$ cat src/rtl/series_sum_seq.sv
// rtl/series_sum_seq.sv - multi-cycle series-sum engine, one term per clock, start/done handshake
module series_sum_seq #(
    parameter int NW = 8,
    parameter int SW = 24
) (
    input  logic          clk,
    input  logic          rst_n,
    input  logic          start,
    input  logic [NW-1:0] n,
    input  logic [1:0]    mode,
    output logic          busy,
    output logic          done,
    output logic [SW-1:0] result,
    output logic          ovf
);

    // Term width wide enough for i*i and 2i of an NW+1 bit counter, never narrower than SW
    localparam int FW = 2 * (NW + 2);
    localparam int XW = (FW > SW) ? FW : SW;

    typedef enum logic [1:0] {
        S_IDLE = 2'd0,
        S_RUN  = 2'd1,
        S_DONE = 2'd2
    } state_t;

    state_t        state_q;
    logic [NW-1:0] n_q;
    logic [1:0]    m_q;
    logic [NW:0]   i_q;
    logic [SW-1:0] acc_q;
    logic          acc_ovf_q;
    logic [SW-1:0] result_q;
    logic          ovf_q;

    logic [XW-1:0] i_x;
    logic [XW-1:0] term_x;
    logic [SW-1:0] term;
    logic          term_ovf;
    logic [SW:0]   sum_d;
    logic          more_d;

    // Current term at full width, its truncation to SW bits and the widened accumulate
    always_comb begin
        i_x    = XW'(i_q);
        term_x = '0;
        case (m_q)
            2'b00:   term_x = i_x;
            2'b01:   term_x = i_x * i_x;
            2'b10:   term_x = (i_x << 1) - XW'(1);
            default: term_x = i_x << 1;
        endcase
        term     = term_x[SW-1:0];
        term_ovf = |(term_x >> SW);
        sum_d    = {1'b0, acc_q} + {1'b0, term};
        more_d   = (i_q <= {1'b0, n_q});
    end

    // Control FSM and datapath: capture operands, accumulate terms, publish result
    always_ff @(posedge clk) begin
        if (!rst_n) begin
            state_q   <= S_IDLE;
            n_q       <= '0;
            m_q       <= '0;
            i_q       <= '0;
            acc_q     <= '0;
            acc_ovf_q <= 1'b0;
            result_q  <= '0;
            ovf_q     <= 1'b0;
        end else begin
            case (state_q)
                S_IDLE: begin
                    if (start) begin
                        n_q       <= n;
                        m_q       <= mode;
                        acc_q     <= '0;
                        acc_ovf_q <= 1'b0;
                        i_q       <= (NW+1)'(1);
                        state_q   <= S_RUN;
                    end
                end
                S_RUN: begin
                    if (more_d) begin
                        acc_q     <= sum_d[SW-1:0];
                        acc_ovf_q <= acc_ovf_q | sum_d[SW] | term_ovf;
                        i_q       <= i_q + (NW+1)'(1);
                    end else begin
                        result_q  <= acc_q;
                        ovf_q     <= acc_ovf_q;
                        state_q   <= S_DONE;
                    end
                end
                S_DONE: begin
                    state_q <= S_IDLE;
                end
                default: begin
                    state_q <= S_IDLE;
                end
            endcase
        end
    end

    assign busy   = (state_q != S_IDLE);
    assign done   = (state_q == S_DONE);
    assign result = result_q;
    assign ovf    = ovf_q;

endmodule
$ cat config.mk
export PLATFORM = sky130hd
export DESIGN_NAME = series_sum_seq
export DESIGN_NICKNAME = d
export VERILOG_FILES = /design/src/rtl/series_sum_seq.sv
export SDC_FILE = /design/constraint.sdc
export NUM_CORES = 1
export LEC_CHECK = 0
export CAP_MARGIN = 20
export CORE_MARGIN = 3
export CORE_UTILIZATION = 64
export CTS_BUF_LIST = sky130_fd_sc_hd__clkbuf_4 sky130_fd_sc_hd__clkbuf_8
export DETAILED_ROUTE_END_ITERATION = 7
export GPL_ROUTABILITY_DRIVEN = 0
export PLACE_DENSITY_LB_ADDON = 0.25
export SYNTH_ARGS = -nofsm -noshare
export SYNTH_HDL_FRONTEND = slang
export SYNTH_SLANG_ARGS = --single-unit
$ cat constraint.sdc
create_clock -name clk -period 10.8 [get_ports clk]
set_input_delay 1.62 -clock clk [delete_from_list [all_inputs] [get_ports clk]]
set_output_delay 1.62 -clock clk [all_outputs]
set_load 0.005 [all_outputs]
* Yosys cells after proc, flatten, opt, wreduce, memory -nomap -nowiden *
Index checks and enable logic that the tools add are counted.

word-level totals
  bits of input ports = 13
  bits in registers = 71

operators by class
  multipliers = 1
  order comparisons = 1
  eq/ne operators = 7
  add/sub/neg operators = 3
  bitwise gates (word level) = 2
  reductions and logical operators = 8
  mux-type cells = 13

operators with widths
  cell                   number
  $pmux 24 s3            1
  $mux 24                2
  $pmux 24 s2            1
  $add 24x24->25         1
  $mul 9x9->18           1
  $mux 9                 2
  $pmux 9 s2             1
  $sub 10x1->11 const B  1
  $add 9x1->9 const B    1
  $le 9x8->1             1
  $ne 2x2->1 const B     3
  $reduce_and 2->1       3
  $eq 2x1->1 const B     2
  $eq 2x2->1 const B     2
  $logic_not 2->1        2
  $mux 2                 2
  $pmux 2 s2             1
  $reduce_bool 2->1      2
  $reduce_and 3->1       1
  $mux 1                 2
  $pmux 1 s2             1
  $not 1->1              1
  $or 1x1->1             1

* Logic depth before layout (Yosys ltp) *
  depth in word-level cells = 6
  depth in mapped cells = 28
  mapped depth without buffers = 26

* Least setup slack after synthesis *
No wires, ideal clock.

  path kind = register to register
  start = register i_q[6]
  end = register acc_q[23]
  setup slack = 4353 ps
  data required time = 10683 ps
  period minus slack after synthesis = 6447 ps
  library setup time = 117 ps
  cell stages (with the launch flop) = 27
  data arrival time = 6331 ps
  cell sequence = dfxtp_1 -> clkbuf_1 -> clkinv_1 -> nor2_1 -> inv_1 -> fa_1 -> inv_1 -> fa_1 -> inv_1 -> fa_1 -> fa_1 -> inv_1 -> ha_1 -> a21o_1 -> a2111oi_4 -> nor2_1 -> a2111oi_2 -> xor2_1 -> o21ai_0 -> ha_1 -> and3_1 -> and2_1 -> a211oi_1 -> nor3_1 -> a211oi_1 -> xnor2_1 -> a22o_1

between the ends
  longest elaborated chain between the ends = 5

ends and longest elaborated chain
  item                                           RTL line  RTL
  start: declaration                             30        logic [NW:0] i_q;
  start signal: assignment                       78        i_q <= (NW+1)'(1);
  start signal: assignment                       86        i_q <= i_q + (NW+1)'(1);
  $mul 9x9->18 or $sub 10x1->11 (tied branches)  49, 50
  $pmux 24 s3                                    47        case (m_q)
  $add 24x24->25                                 55        sum_d = {1'b0, acc_q} + {1'b0, term};
  $mux 24                                        83        if (more_d) begin
  $pmux 24 s2                                    71        case (state_q)
  end signal: assignment                         84        acc_q <= sum_d[SW-1:0];
  end: declaration                               31        logic [SW-1:0] acc_q;

Parallel ways exist; a longest one is shown, timed or not. The select of a mux whose other input is x is not followed.
A chain may end at the register's enable or synchronous reset.

* Worst setup path after layout *
Ends and elaborated chain as after synthesis.

==> run summary <==
In the global route stage, overall resource usage came out at 28.2%. After detailed placement, the total cell area comes to 0.00705 mm2. The share of the Yosys chip area taken by registers is 21.5%. Setup violations remaining at the end of the flow were counted as 0. Cell type group with the largest total delay on the critical path: adder cells. The tools report the critical path endpoint category as a flip-flop.

Slew at the pin with the worst max-slew slack: 0.745 ns. In this run the worst path has a maximum fanout of 13. In the final layout, the share of cells above drive strength 1 is 4.05%. The number of synthesized flops with an enable pin was 0; the placement-stage worst setup slack was 3.67 ns. The tools report the endpoint of the lowest-slack register-to-register path as acc_q[23]$_SDFFE_PN0P_. For the worst setup path, the data required time is 11.05 ns.

The area of the die is 0.0116 mm2, and the arrival time at the worst endpoint is 7.76 ns. The tools report the starting DRC count in detailed routing as 352. For the final database, setup skew stands at 0.0172 ns. The number of cell instances on the worst register-to-register path came out at 26. TritonCTS built the clock tree. The global-route wire length before repair is 26.6 mm. Relative to the synthesized area, the layout overhead comes to 10.2%.

The type of the setup path with the least slack is reg2reg. The flow ran to the end, and the final reports show no timing, DRC or antenna violations. Across all register-to-register paths, the minimum setup slack is 3.30 ns. The tools report the max-slew violation count as 0.

The logs give 5720 for the number of global-route vias before repair and 64 for the number of distinct library cell variants in the gate-level netlist after synthesis. The die is 108 um wide. The floorplan has 36 rows. The wire length per cell after detailed routing was 16.7 um; the number of CTS-inserted buffers was 9. CTS saw 71 sinks.

The number of buffers and inverters on the critical path works out to 5. For the maximum number of pins on one net before global-route repair, the log shows 60. Across the VDD grid, the largest voltage drop is 0.0792 mV. The via count of the routed design is 5707, and the final critical delay including setup and external delays is 7.50 ns.

The number of antenna violations at the first check in global routing is 0. The class of the worst hold path was reg2reg. The run gives 5 as the total iterations of the first detailed-routing run.

After detailed routing, the number of remaining DRC violations is 0. The number of buffers inserted to repair setup after CTS came out at 0. The buffer depth of the longest clock path is 2, and the total wire length after detailed routing is 15.8 mm. Measured against its own limit, the worst slew margin works out to 50.3%.

The layout has 748 filler cells. The highest-delay cell along the critical path is fa_1. The final net count is 927, and the clock-pin slew reported for the worst setup and hold paths after clock tree synthesis is 0.08 ns. The H-tree was split into 3 levels. The most frequently used flop master after synthesis was dfxtp_1. Setup repair after global routing left no endpoint under its margin. Detailed placement finished with a half-perimeter wire length of 11.8 mm. The run gives 0 as the number of buffers inserted by hold repair at cts. The element type at the critical path start was a flip-flop. Dividing the detail-routed via count by the number of cells gives 6.03.

The delay of the slowest cell on the worst path works out to 0.59 ns. Counting flops and latches in the post-synthesis netlist gives 71. The end point of the most critical hold path is n_q[7]$_SDFFE_PN0P_. Most frequently used cell type in the post-synthesis netlist: inv_1.

Pin placement for this block handled 40 I/O pins. The final setup slack of the worst path is 3.30 ns. Averaged over all synthesized cells, the footprint is 8.35 um2.

The cell sitting at the root of the clock tree is a clkbuf_8. The count of warnings emitted by yosys was 0; the max-cap violation count was 0. In the post-synthesis netlist, the biggest area contributors are dfxtp_1, ha_1, fa_1, inv_1, mux2i_1. The clock latency on the worst-skew pair was 0.36 ns. The core region is 0.00991 mm2. After synthesis, the share of flip-flops with an asynchronous set or reset is 0%. The fmax is 133 MHz, and the final instance area is 0.00730 mm2. The hold violation count in the final report came out at 0. In this run the cell area of the synthesized design comes to 0.00662 mm2.

The total placed cells including tap cells was 931; the fraction of post-synthesis cell area in the top cell type by area was 21.5%. The number of antenna diodes in the final layout is 0. For the number of nets with antenna violations after routing, the log shows 0. Port buffer count: 39.

Sorting the synthesized cells by how often they occur yields inv_1, nand2_1, dfxtp_1, ha_1, a21oi_1. The launch instance of the worst min-delay path is n_q[7]$_SDFFE_PN0P_. The tools report the startpoint of the worst-slack reg-to-reg timing path as i_q[6]$_SDFFE_PN0P_. The global-route congestion overflow total was 0; the quantity of gates resized following cts was 0. The net count of the mapped netlist was 911; the final-layout setup total negative slack was 0 ns. Share of the clock period used by the worst path: 69.5%. Counting every instance in the synthesized netlist gives 793. Dividing total power by cell area gives a power density of 92.3 mW/mm2. The die is 108 um tall.

The starting utilization of the core area came out at 66.8%. The worst hold path stage count is 2. Summed over all cells, the static leakage comes to 3.20 nW. The run gives 73.6% as the final design utilization. dfxtp_1 takes more of the synthesized area than any other cell.

The finished layout holds 947 standard cells, fillers aside.
## per-layer routing
| metal | vias up | wire length (um) | global-route usage [%] |
|---|---|---|---|
| li1 | 2731 | - | - |
| met1 | 2715 | 6560 | 35.5 |
| met2 | 222 | 7740 | 48.5 |
| met3 | 39 | 1100 | 4.92 |
| met4 | 0 | 384 | 10.2 |
| met5 | - | 0 | 0 |
## power by group
group          switching [mW]  internal [mW]
Combinational          0.0753         0.0491
Sequential             0.0116          0.268
Clock                   0.111          0.158
## worst max-delay path by stage
stage | cells past startpoint | end | start
2_1_floorplan | 26 | acc_q[23]$_SDFFE_PN0P_ | i_q[6]$_SDFFE_PN0P_
3_3_place_gp | 25 | acc_q[23]$_SDFFE_PN0P_ | i_q[6]$_SDFFE_PN0P_
3_5_place_dp | 26 | acc_q[23]$_SDFFE_PN0P_ | i_q[6]$_SDFFE_PN0P_
4_1_cts | 26 | acc_q[23]$_SDFFE_PN0P_ | i_q[6]$_SDFFE_PN0P_
5_1_grt | 26 | acc_q[23]$_SDFFE_PN0P_ | i_q[6]$_SDFFE_PN0P_
6_report | 26 | acc_q[23]$_SDFFE_PN0P_ | i_q[6]$_SDFFE_PN0P_
## kinds of logic (layout without fill, tap and decap cells)
| logic type | count (synthesis) | after routing | synth area share [%] |
|---|---|---|---|
| compound gates | 171 | 171 | 17.6 |
| simple gates | 242 | 242 | 18.6 |
| buf+inv | 127 | 148 | 7.41 |
| xor+xnor | 46 | 46 | 6.09 |
| fa+ha+maj | 105 | 105 | 23.9 |
| flops | 71 | 71 | 21.5 |
| mux | 31 | 31 | 4.88 |
## metrics by stage
step                      hold slack (ns)  total power, mW
final                               0.476            0.673
after detailed placement            0.462            0.408
after CTS                           0.474            0.672
after floorplan                     0.443            0.375
after global routing                0.488            0.698
after global placement              0.452            0.404
## cells in the final DEF, fill, tap and decap left out, types with 3 or more instances in the layout
| master | instances |
|---|---|
| buf_4 | 4 |
| nand3_1 | 19 |
| a21o_1 | 12 |
| bufinv_16 | 3 |
| nand4_1 | 7 |
| a22o_1 | 9 |
| clkdlybuf4s50_1 | 39 |
| o211ai_1 | 4 |
| o21a_1 | 7 |
| o31ai_1 | 7 |
| nor2b_1 | 36 |
| clkbuf_8 | 9 |
| a211oi_1 | 7 |
| inv_1 | 86 |
| nand2_1 | 79 |
| a21oi_1 | 44 |
| ha_1 | 69 |
| nor2_1 | 33 |
| or3_1 | 5 |
| nand2b_1 | 10 |
| a31oi_1 | 4 |
| xnor2_1 | 29 |
| and3_1 | 9 |
| mux2i_1 | 30 |
| nor3_1 | 7 |
| and2_1 | 22 |
| a21boi_0 | 20 |
| xor2_1 | 17 |
| a41oi_1 | 3 |
| o21ai_0 | 34 |
| dfxtp_1 | 71 |
| fa_1 | 36 |
## worst reg2reg max path, delay by kind of cell (launching register included)
family	cells	cell delay, ns
fa+ha+maj	6	2.81
compound gates	9	2.25
flops	1	0.57
buf+inv	5	0.63
simple gates	4	0.80
xor+xnor	2	0.33
## sequential cells by signal, summed over array words and instances, names as in the netlist
| name | cells |
|---|---|
| acc_q | 24 |
| state_q | 2 |
| result | 24 |
| i_q | 9 |
| ovf | 1 |
| n_q | 8 |
| m_q | 2 |
| acc_ovf_q | 1 |
## final cells by class
cell class	instances	area, um2	area share [%]
clock inverters	6	116	1.59
flip-flops and latches	71	1420	19.5
repair buffers	43	420	5.76
well taps	133	166	2.28
clock buffers	10	131	1.80
inverters	89	334	4.58
multi-input cells	595	4710	64.5
No activity file was read; power rests on OpenSTA's default activity.
